<file path="src/rtl/collision_pkg.sv">
// Shared types and constants for the dragon collision scanner.
package collision_pkg;

    typedef enum logic {
        IDLE = 1'b0,
        SCAN = 1'b1
    } state_t;

    localparam int unsigned DEF_NUM_SEGMENTS = 7;
    localparam int unsigned DEF_NUM_ENTITIES = 3;
    localparam int unsigned DEF_POS_W        = 8;

    localparam int unsigned PLAYER = 0;
    localparam int unsigned SWORD  = 1;
    localparam int unsigned SHEEP  = 2;

    // Segment index width; a single-segment dragon still needs one bit.
    function automatic int unsigned idx_width(input int unsigned n);
        return (n <= 1) ? 32'd1 : 32'($clog2(n));
    endfunction

endpackage

</file>
<file path="src/rtl/segment_match.sv">
// Compares every entity against one dragon segment; invalid entities and
// inactive segments never match.
module segment_match
    import collision_pkg::*;
#(
    parameter int unsigned NUM_ENTITIES = DEF_NUM_ENTITIES,
    parameter int unsigned POS_W        = DEF_POS_W
) (
    input  logic [NUM_ENTITIES*POS_W-1:0] entity_pos,
    input  logic [NUM_ENTITIES-1:0]       entity_valid,
    input  logic [POS_W-1:0]              seg_pos,
    input  logic                          seg_active,
    output logic [NUM_ENTITIES-1:0]       match_c
);

    always_comb begin
        match_c = '0;
        for (int unsigned e = 0; e < NUM_ENTITIES; e++) begin
            match_c[e] = entity_valid[e] & seg_active &
                         (entity_pos[e*POS_W +: POS_W] == seg_pos);
        end
    end

endmodule

</file>
<file path="src/rtl/collision_scanner.sv">
// Per-frame collision engine: snapshots positions on frame_start, then scans
// one dragon segment per clock and publishes all results together with done.
module collision_scanner
    import collision_pkg::*;
#(
    parameter int unsigned NUM_SEGMENTS = DEF_NUM_SEGMENTS,
    parameter int unsigned NUM_ENTITIES = DEF_NUM_ENTITIES,
    parameter int unsigned POS_W        = DEF_POS_W,
    parameter int unsigned IDX_W        = idx_width(NUM_SEGMENTS)
) (
    input  logic                          clk,
    input  logic                          reset,
    input  logic                          frame_start,
    input  logic [NUM_ENTITIES*POS_W-1:0] entity_pos,
    input  logic [NUM_ENTITIES-1:0]       entity_valid,
    input  logic [NUM_SEGMENTS*POS_W-1:0] segment_pos,
    input  logic [NUM_SEGMENTS-1:0]       segment_active,
    output logic                          busy,
    output logic                          done,
    output logic [NUM_ENTITIES-1:0]       collision,
    output logic [NUM_ENTITIES*IDX_W-1:0] hit_idx,
    output logic                          overrun
);

    state_t                          state_q, state_d;
    logic [IDX_W-1:0]                seg_cnt_q, seg_cnt_d;
    logic [NUM_ENTITIES-1:0]         acc_hit_q, acc_hit_d;
    logic [NUM_ENTITIES*IDX_W-1:0]   acc_idx_q, acc_idx_d;
    logic                            busy_d, done_d, overrun_d;
    logic [NUM_ENTITIES-1:0]         collision_d;
    logic [NUM_ENTITIES*IDX_W-1:0]   hit_idx_d;
    logic                            capture_c;

    logic [NUM_ENTITIES*POS_W-1:0]   entity_pos_q;
    logic [NUM_ENTITIES-1:0]         entity_valid_q;
    logic [POS_W-1:0]                seg_pos_q [NUM_SEGMENTS];
    logic [NUM_SEGMENTS-1:0]         segment_active_q;

    logic [POS_W-1:0]                seg_pos_cur_c;
    logic                            seg_active_cur_c;
    logic [NUM_ENTITIES-1:0]         match_c;
    logic [NUM_ENTITIES-1:0]         hit_next_c;
    logic [NUM_ENTITIES*IDX_W-1:0]   idx_next_c;

    assign seg_pos_cur_c    = seg_pos_q[seg_cnt_q];
    assign seg_active_cur_c = segment_active_q[seg_cnt_q];

    segment_match #(
        .NUM_ENTITIES (NUM_ENTITIES),
        .POS_W        (POS_W)
    ) u_match (
        .entity_pos   (entity_pos_q),
        .entity_valid (entity_valid_q),
        .seg_pos      (seg_pos_cur_c),
        .seg_active   (seg_active_cur_c),
        .match_c      (match_c)
    );

    // First match wins: an entity already hit keeps its earlier index.
    always_comb begin
        hit_next_c = acc_hit_q;
        idx_next_c = acc_idx_q;
        for (int unsigned e = 0; e < NUM_ENTITIES; e++) begin
            if (match_c[e] && !acc_hit_q[e]) begin
                hit_next_c[e]                = 1'b1;
                idx_next_c[e*IDX_W +: IDX_W] = seg_cnt_q;
            end
        end
    end

    // Next-state and output logic.
    always_comb begin
        state_d     = state_q;
        seg_cnt_d   = seg_cnt_q;
        acc_hit_d   = acc_hit_q;
        acc_idx_d   = acc_idx_q;
        busy_d      = busy;
        done_d      = 1'b0;
        overrun_d   = 1'b0;
        collision_d = collision;
        hit_idx_d   = hit_idx;
        capture_c   = 1'b0;

        case (state_q)
            IDLE: begin
                if (frame_start) begin
                    capture_c = 1'b1;
                    acc_hit_d = '0;
                    acc_idx_d = '0;
                    seg_cnt_d = '0;
                    busy_d    = 1'b1;
                    state_d   = SCAN;
                end
            end
            SCAN: begin
                overrun_d = frame_start;
                acc_hit_d = hit_next_c;
                acc_idx_d = idx_next_c;
                if (seg_cnt_q == IDX_W'(NUM_SEGMENTS - 1)) begin
                    collision_d = hit_next_c;
                    hit_idx_d   = idx_next_c;
                    done_d      = 1'b1;
                    busy_d      = 1'b0;
                    state_d     = IDLE;
                end else begin
                    seg_cnt_d = seg_cnt_q + IDX_W'(1);
                end
            end
            default: state_d = IDLE;
        endcase
    end

    always_ff @(posedge clk or negedge reset) begin
        if (!reset) begin
            state_q          <= IDLE;
            seg_cnt_q        <= '0;
            acc_hit_q        <= '0;
            acc_idx_q        <= '0;
            busy             <= 1'b0;
            done             <= 1'b0;
            overrun          <= 1'b0;
            collision        <= '0;
            hit_idx          <= '0;
            entity_pos_q     <= '0;
            entity_valid_q   <= '0;
            segment_active_q <= '0;
            for (int unsigned s = 0; s < NUM_SEGMENTS; s++) begin
                seg_pos_q[s] <= '0;
            end
        end else begin
            state_q   <= state_d;
            seg_cnt_q <= seg_cnt_d;
            acc_hit_q <= acc_hit_d;
            acc_idx_q <= acc_idx_d;
            busy      <= busy_d;
            done      <= done_d;
            overrun   <= overrun_d;
            collision <= collision_d;
            hit_idx   <= hit_idx_d;
            if (capture_c) begin
                entity_pos_q     <= entity_pos;
                entity_valid_q   <= entity_valid;
                segment_active_q <= segment_active;
                for (int unsigned s = 0; s < NUM_SEGMENTS; s++) begin
                    seg_pos_q[s] <= segment_pos[s*POS_W +: POS_W];
                end
            end
        end
    end

endmodule

</file>
<file path="config.mk">
export PLATFORM = sky130hd
export DESIGN_NAME = collision_scanner
export DESIGN_NICKNAME = d
export VERILOG_FILES = /design/src/rtl/collision_pkg.sv /design/src/rtl/segment_match.sv /design/src/rtl/collision_scanner.sv
export SDC_FILE = /design/constraint.sdc
export NUM_CORES = 1
export LEC_CHECK = 0
export CORE_MARGIN = 10
export CORE_UTILIZATION = 48
export CTS_CLUSTER_DIAMETER = 50
export DETAILED_ROUTE_END_ITERATION = 8
export PLACE_DENSITY = 0.75
export SLEW_MARGIN = 30
export SYNTH_ARGS = -nofsm -noshare
export SYNTH_HDL_FRONTEND = slang
export SYNTH_HIERARCHICAL = 1
export SYNTH_SLANG_ARGS = --single-unit
</file>
<file path="constraint.sdc">
create_clock -name clk -period 2.45 [get_ports clk]
set_input_delay 0.49 -clock clk [delete_from_list [all_inputs] [get_ports clk]]
set_output_delay 0.49 -clock clk [all_outputs]
set_load 0.01 [all_outputs]
</file>
==> impl_metrics.yaml, run 1 <==
clocking:
  numCtsBuffers: 17
  cts-root-buf: "clkbuf_16"
  cts_tree: "done"
  clockBufferDepth: 2
  clock-sinks: 121
  clk_pin_slew_ns: 0.06
  clk_latency_ns: 0.42
  htreeDepth: 4
yosys:
  avgSynthCellArea_um2: 13.0
  ys_warn_count: 6
  syn_area_um2: 5570
  synthCells: 428
  yosysSeqAreaShare: 0.543
  synth.distinct_cells: 32
  syn_nets: 523
  synth_seq_cells: 121
placement:
  dpl.cell_count: 673
  post-dp-hpwl_um: 10100
  place.port_buffers: 107
  gp_congestion: 0.878
floorplan:
  initial_core_util: 0.490
  die_w_um: 128
  core-area_um2: 11400
  die_h_um: 128
  io-pin-count: 108
  die_area_um2: 16300
  num_rows: 39
min_path:
  min_from: "hit_idx[3]"
  min_to: "hit_idx[3]"
  hold_class: "reg2reg"
  min_path_cells: 2
critical_path:
  critPathLaunchType: "flip-flop"
  cp_num_buf_inv: 2
  cp_top_family: "simple AND/OR/NAND/NOR gates"
  r2r_cells: 11
  critPathMaxStageDelay_ns: 0.49
  cp.required_ns: 2.74
  r2r_start: "seg_cnt_q[0]"
  arrival_ns: 2.92
  cpMostUsedCell: "mux2i_2"
  r2r_slack_ns: -0.18
  timing.rr.end: "acc_idx_q[6]"
  crit_chain: "buf_12 -> mux2i_2 -> a22o_1 -> a31oi_1 -> buf_4 -> xnor2_2 -> nand4_1 -> nor3_2 -> nand2b_1 -> mux2i_2 -> o22ai_1"
  crit_fanout: 8
  criticalPathCategory: "reg2reg"
  critPathSlowestCell: "dfrtp_2"
  crit_path_end_kind: "flip-flop"
global_route:
  grt-ovfl-total: 0
  antenna_found_initial: 0
  grt_pass1_vias: 4204
  grt_max_degree: 54
  track_usage: 0.173
  grt_pass1_wl_um: 22100
routing:
  drt-total-wl_um: 14100
  drt_iter0_drc: 301
  drt-pass1-iter-count: 4
  wl_per_cell_um: 19.7
  drt.antenna.violating_nets: 0
  remaining_drc_errors: 0
  vias: 3766
  routed_via_density: 5.27
timing:
  fin_crit_sh: 1.07
  max_freq_mhz: 380
  whs_ns: 0.488
  period_minus_slack_ns: 2.63
  fin_ws_ns: -0.181
  timing_max_transition_violations_final: 0
  grt_setup_unrepaired: "yes"
  finalSetupViolations: 16
  relSlewSlack: 0.670
  hold_viol: 0
  tightest_slew_ns: 0.494
  clock_skew_ns: 0.0105
cells_and_area:
  drive_gt1_frac: 0.296
  num_antenna_cells: 0
  finalNonFillerCells: 714
  syn_to_final_growth_pct: 38.3
  nNetsFinal: 653
power_and_ir_drop:
  p_comb_frac: 0.411
  power.leakage_uw: 0.00328
  pwr-share-seq: 0.341
  clkPwrFrac: 0.248
  power.density_nw_per_um2: 1400
  p_sw_uw: 3540
  total_power_uw: 10800
  p_int_uw: 7260
  peakVddDrop_mv: 0.768
  sw_frac_of_total: 0.328
outcome:
  violations: "setup timing"
  status: "finished with violations"
run:
  max_cap_violations: 0
-- per-layer routing --
layer,up-vias,global-route usage,part of all wire
met5,-,0,0
met2,132,0.264,0.47
met4,0,0.0629,0.012
li1,1773,-,-
met1,1845,0.220,0.44
met3,16,0.0633,0.074
-- tightest hold or removal path, delay by kind of cell (launching register included) --
family	cells	cell delay (ns)
flops	1	0.34
simple gates	1	0.06
compound gates	1	0.05
-- state kept, by name, indices dropped and copies added (netlist names), 3 cells and up --
name and cells:
seg_cnt_q 3, entity_pos_q 24, entity_valid_q 3, acc_idx_q 9, collision 3, segment_active_q 7, acc_hit_q 3, seg_pos_q 56
hit_idx 9
-- power groups by stage --
stage	sequential [µW]	clock, µW	combinational [µW]
2_1_floorplan	3410	0	2800
3_3_place_gp	3610	0	3800
3_5_place_dp	3640	0	3880
4_1_cts	3650	2710	4090
5_1_grt	3800	2800	4780
6_report	3690	2680	4430
-- metrics by stage --
| step | cell area (µm²) | setup WS [ns] | utilization | setup TNS, ns |
|---|---|---|---|---|
| final | 7710 | -0.181 | 0.678 | -1.44 |
| after global routing | 7710 | -0.266 | 0.678 | -3.47 |
| after global placement | 6810 | -0.197 | 0.599 | -1.68 |
| after detailed placement | 6810 | -0.312 | 0.599 | -3.14 |
| after CTS | 7540 | -0.147 | 0.663 | -0.901 |
| after floorplan | 5570 | 0.172 | - | 0 |
-- layout by cell type (no fill, tap or decap), drive strengths merged, types with 3 or more instances in the layout --
cell type and instances:
a22o 9, clkinvlp 4, o22ai 8, nand2b 3, nor3 4, nand2 32, a21oi 4, mux2i 37
or2 9, xnor2 25, nand4 3, nor2b 5, o21ai 15, inv 5, clkbuf 22, clkdlybuf4s50 106
dfrtp 121, a31oi 9, buf 26, nor2 13, nand3 7, clkinv 3, mux2 90, bufinv 4
-- synthesized netlist by cell type (all sizes together) --
master / instances / area [µm²]
dfrtp: 121 / 3030
mux2: 90 / 1010
mux2i: 37 / 370
nand2: 32 / 120
xnor2: 25 / 219
buf: 21 / 210
o21ai: 15 / 75.1
nor2: 13 / 51.3
a22o: 9 / 78.8
a31oi: 9 / 56.3
or2: 9 / 56.3
o22ai: 8 / 50.1
nand3: 7 / 40.0
inv: 5 / 18.8
nor2b: 5 / 31.3
a21oi: 4 / 20.0
nor3: 4 / 35.0
clkbuf: 3 / 11.3
nand2b: 3 / 18.8
nand4: 3 / 18.8
ha: 2 / 25.0
a21o: 1 / 7.51
and2b: 1 / 8.76
nand4b: 1 / 8.76
-- worst max-delay path by stage --
stage,startpoint,endpoint,slack (ns),cells after the start
CTS,seg_cnt_q[0],acc_idx_q[3],-0.15,11
global route,seg_cnt_q[0],acc_idx_q[6],-0.27,11
detailed placement,seg_cnt_q[0],hit_idx[3],-0.31,10
finish,seg_cnt_q[0],acc_idx_q[6],-0.18,11
floorplan,seg_cnt_q[0],acc_idx_q[0],0.17,11
global placement,seg_cnt_q[0],hit_idx[3],-0.20,10
-- layout make-up --
type                            instances  area (µm²)
Timing Repair Buffer                  134        1370
Clock inverter                         11         169
Multi-Input combinational cell        279        2470
Clock buffer                           21         470
Tap cell                              143         179
Inverter                                5        18.8
Fill cell                             827        3660
Sequential cell                       121        3030
-- cell families after synthesis --
| logic type | synth area share |
|---|---|
| AO/OA/AOI/OAI | 0.0516 |
| flip-flops | 0.543 |
| AND/OR/NAND/NOR | 0.0698 |
| multiplexers | 0.248 |
| buffers and inverters | 0.0431 |
| adder cells (fa/ha/maj) | 0.00449 |
| XOR/XNOR | 0.0393 |
-- timing repair --
action / in CTS / in global routing
buffers inserted: 1 / 5
endpoints found under the setup margin: 18 / 19
resized for setup: 16 / 26
pin swaps: 4 / 13
endpoints found under the hold margin: 22 / 0
hold buffers: 1 / 0
cloned: 1 / 1
No activity file was read; power rests on OpenSTA's default activity.
==> inputs of run 2 (changes only) <==
--- a/config.mk
+++ b/config.mk
@@ -9,7 +9,8 @@
 export CORE_UTILIZATION = 48
 export CTS_CLUSTER_DIAMETER = 50
 export DETAILED_ROUTE_END_ITERATION = 8
-export PLACE_DENSITY = 0.75
+export DONT_BUFFER_PORTS = 1
+export HOLD_SLACK_MARGIN = 0.12
 export SLEW_MARGIN = 30
 export SYNTH_ARGS = -nofsm -noshare
 export SYNTH_HDL_FRONTEND = slang
==> impl_metrics.yaml, run 2 (synthesized netlist as in run 1, its figures left out) <==
critical_path:
  r2r_start: "seg_cnt_q[0]"
  timing.rr.end: "acc_idx_q[4]"
  critPathLaunchType: "flip-flop"
  cp.required_ns: 2.75
  criticalPathCategory: "reg2reg"
  r2r_slack_ns: -0.02
  crit_path_end_kind: "flip-flop"
  r2r_cells: 11
  arrival_ns: 2.77
  crit_fanout: 11
global_route:
  track_usage: 0.160
  grt_pass1_wl_um: 19900
  grt_pass1_vias: 3552
  grt_max_degree: 122
  antenna_found_initial: 4
  grt-ovfl-total: 0
power_and_ir_drop:
  power.density_nw_per_um2: 1560
  peakVddDrop_mv: 0.831
  power.leakage_uw: 0.00284
  total_power_uw: 10200
routing:
  wl_per_cell_um: 20.9
  drt_iter0_drc: 153
  drt-total-wl_um: 12600
  routed_via_density: 5.46
  drt.antenna.violating_nets: 0
  drt-pass1-iter-count: 5
  vias: 3294
  remaining_drc_errors: 0
floorplan:
  die_area_um2: 16300
  die_h_um: 128
  num_rows: 39
  io-pin-count: 108
  die_w_um: 128
  initial_core_util: 0.490
  core-area_um2: 11400
placement:
  gp_congestion: 0.784
  post-dp-hpwl_um: 9130
  place.port_buffers: 0
clocking:
  clk_pin_slew_ns: 0.06
  htreeDepth: 4
  clock-sinks: 121
  cts_tree: "done"
  clockBufferDepth: 2
  cts-root-buf: "clkbuf_16"
  clk_latency_ns: 0.42
  numCtsBuffers: 17
timing:
  clock_skew_ns: 0.0116
  timing_max_transition_violations_final: 0
  max_freq_mhz: 404
  finalSetupViolations: 1
  whs_ns: -0.234
  hold_viol: 121
  tightest_slew_ns: 0.484
  grt_setup_unrepaired: "yes"
  period_minus_slack_ns: 2.47
  fin_ws_ns: -0.0249
  fin_tns_setup_ns: -0.0249
  relSlewSlack: 0.677
  fin_crit_sh: 1.01
min_path:
  hold_class: "in2async"
cells_and_area:
  nNetsFinal: 542
  final_common_cell: "dfrtp_1"
  largest_reg_flops: 56
  largestRegisters: "seg_pos_q: 56 flops, entity_pos_q: 24 flops"
  syn_to_final_growth_pct: 17.4
  drive_gt1_frac: 0.331
  largest-register: "seg_pos_q"
  nFillCells: 937
  final_cell_mix: "dfrtp_1, mux2_2, mux2i_1"
  multi_input_area_um2: 2460
  seqCellArea_um2: 3030
run:
  max_cap_violations: 0
outcome:
  violations: "hold timing, setup timing"
  status: "finished with violations"
[run 2: cell type report]
type,count,share of cell area
Sequential cell,121,0.463
Tap cell,143,0.0273
Inverter,5,0.00287
Timing Repair Buffer,23,0.0319
Clock inverter,9,0.0298
Multi-Input combinational cell,279,0.375
Clock buffer,22,0.0694
Antenna cell,1,0.000382
[run 2: worst max path at each step]
stage                      start            to  slack (ns)  cells after the start
floorplan           seg_cnt_q[0]  acc_idx_q[0]        0.17                     11
detailed placement  seg_cnt_q[0]  acc_idx_q[6]       -0.24                     10
CTS                 seg_cnt_q[0]    hit_idx[4]      -0.007                     11
global placement    seg_cnt_q[0]  acc_idx_q[6]       -0.19                     10
global route        seg_cnt_q[0]    hit_idx[1]       -0.14                     11
finish              seg_cnt_q[0]  acc_idx_q[4]       -0.02                     11
[run 2: what timing repair did]
item                                    4_1_cts  5_1_grt
gates cloned                                  1        0
setup buffers                                 4        1
gates resized for setup                      13       21
endpoints found under the setup margin       18       18
hold endpoints to repair                    121      121
pin swaps                                     3       11
[run 2: report_power, final]
group | switching (µW) | total [µW] | internal (µW) | leakage (µW)
Combinational | 1680 | 3760 | 2080 | 0.00104
Clock | 844 | 2760 | 1920 | 0.000318
Sequential | 736 | 3690 | 2950 | 0.00149
Total | 3260 | 10200 | 6950 | 0.00284
[run 2: critical path, stage by stage (launching register included)]
cell      delay [ns]
dfrtp_2         0.45
buf_12          0.16
mux2i_1         0.15
or2_1           0.22
a31oi_1         0.17
buf_4           0.16
xnor2_1         0.12
nand4_1         0.16
nor3_4          0.28
nand2b_4        0.12
mux2i_2         0.23
o22ai_1         0.12
[run 2: through the flow]
step	setup WS, ns	hold WS [ns]	utilization	cells	instance area, µm²
2_1_floorplan	0.172	0.194	-	428	5570
3_3_place_gp	-0.187	0.200	0.501	565	5700
3_5_place_dp	-0.242	0.200	0.501	565	5700
4_1_cts	-0.00693	-0.250	0.569	601	6460
5_1_grt	-0.143	-0.257	0.575	602	6540
6_report	-0.0249	-0.234	0.576	603	6540
[run 2: metal layers]
metal  vias to the layer above  GRT usage  part of all wire
li1                       1558          -                 -
met1                      1624      0.176              0.40
met2                        80      0.255              0.49
met3                        26     0.0819             0.085
met4                         6     0.0715             0.018
met5                         -          0            0.0026
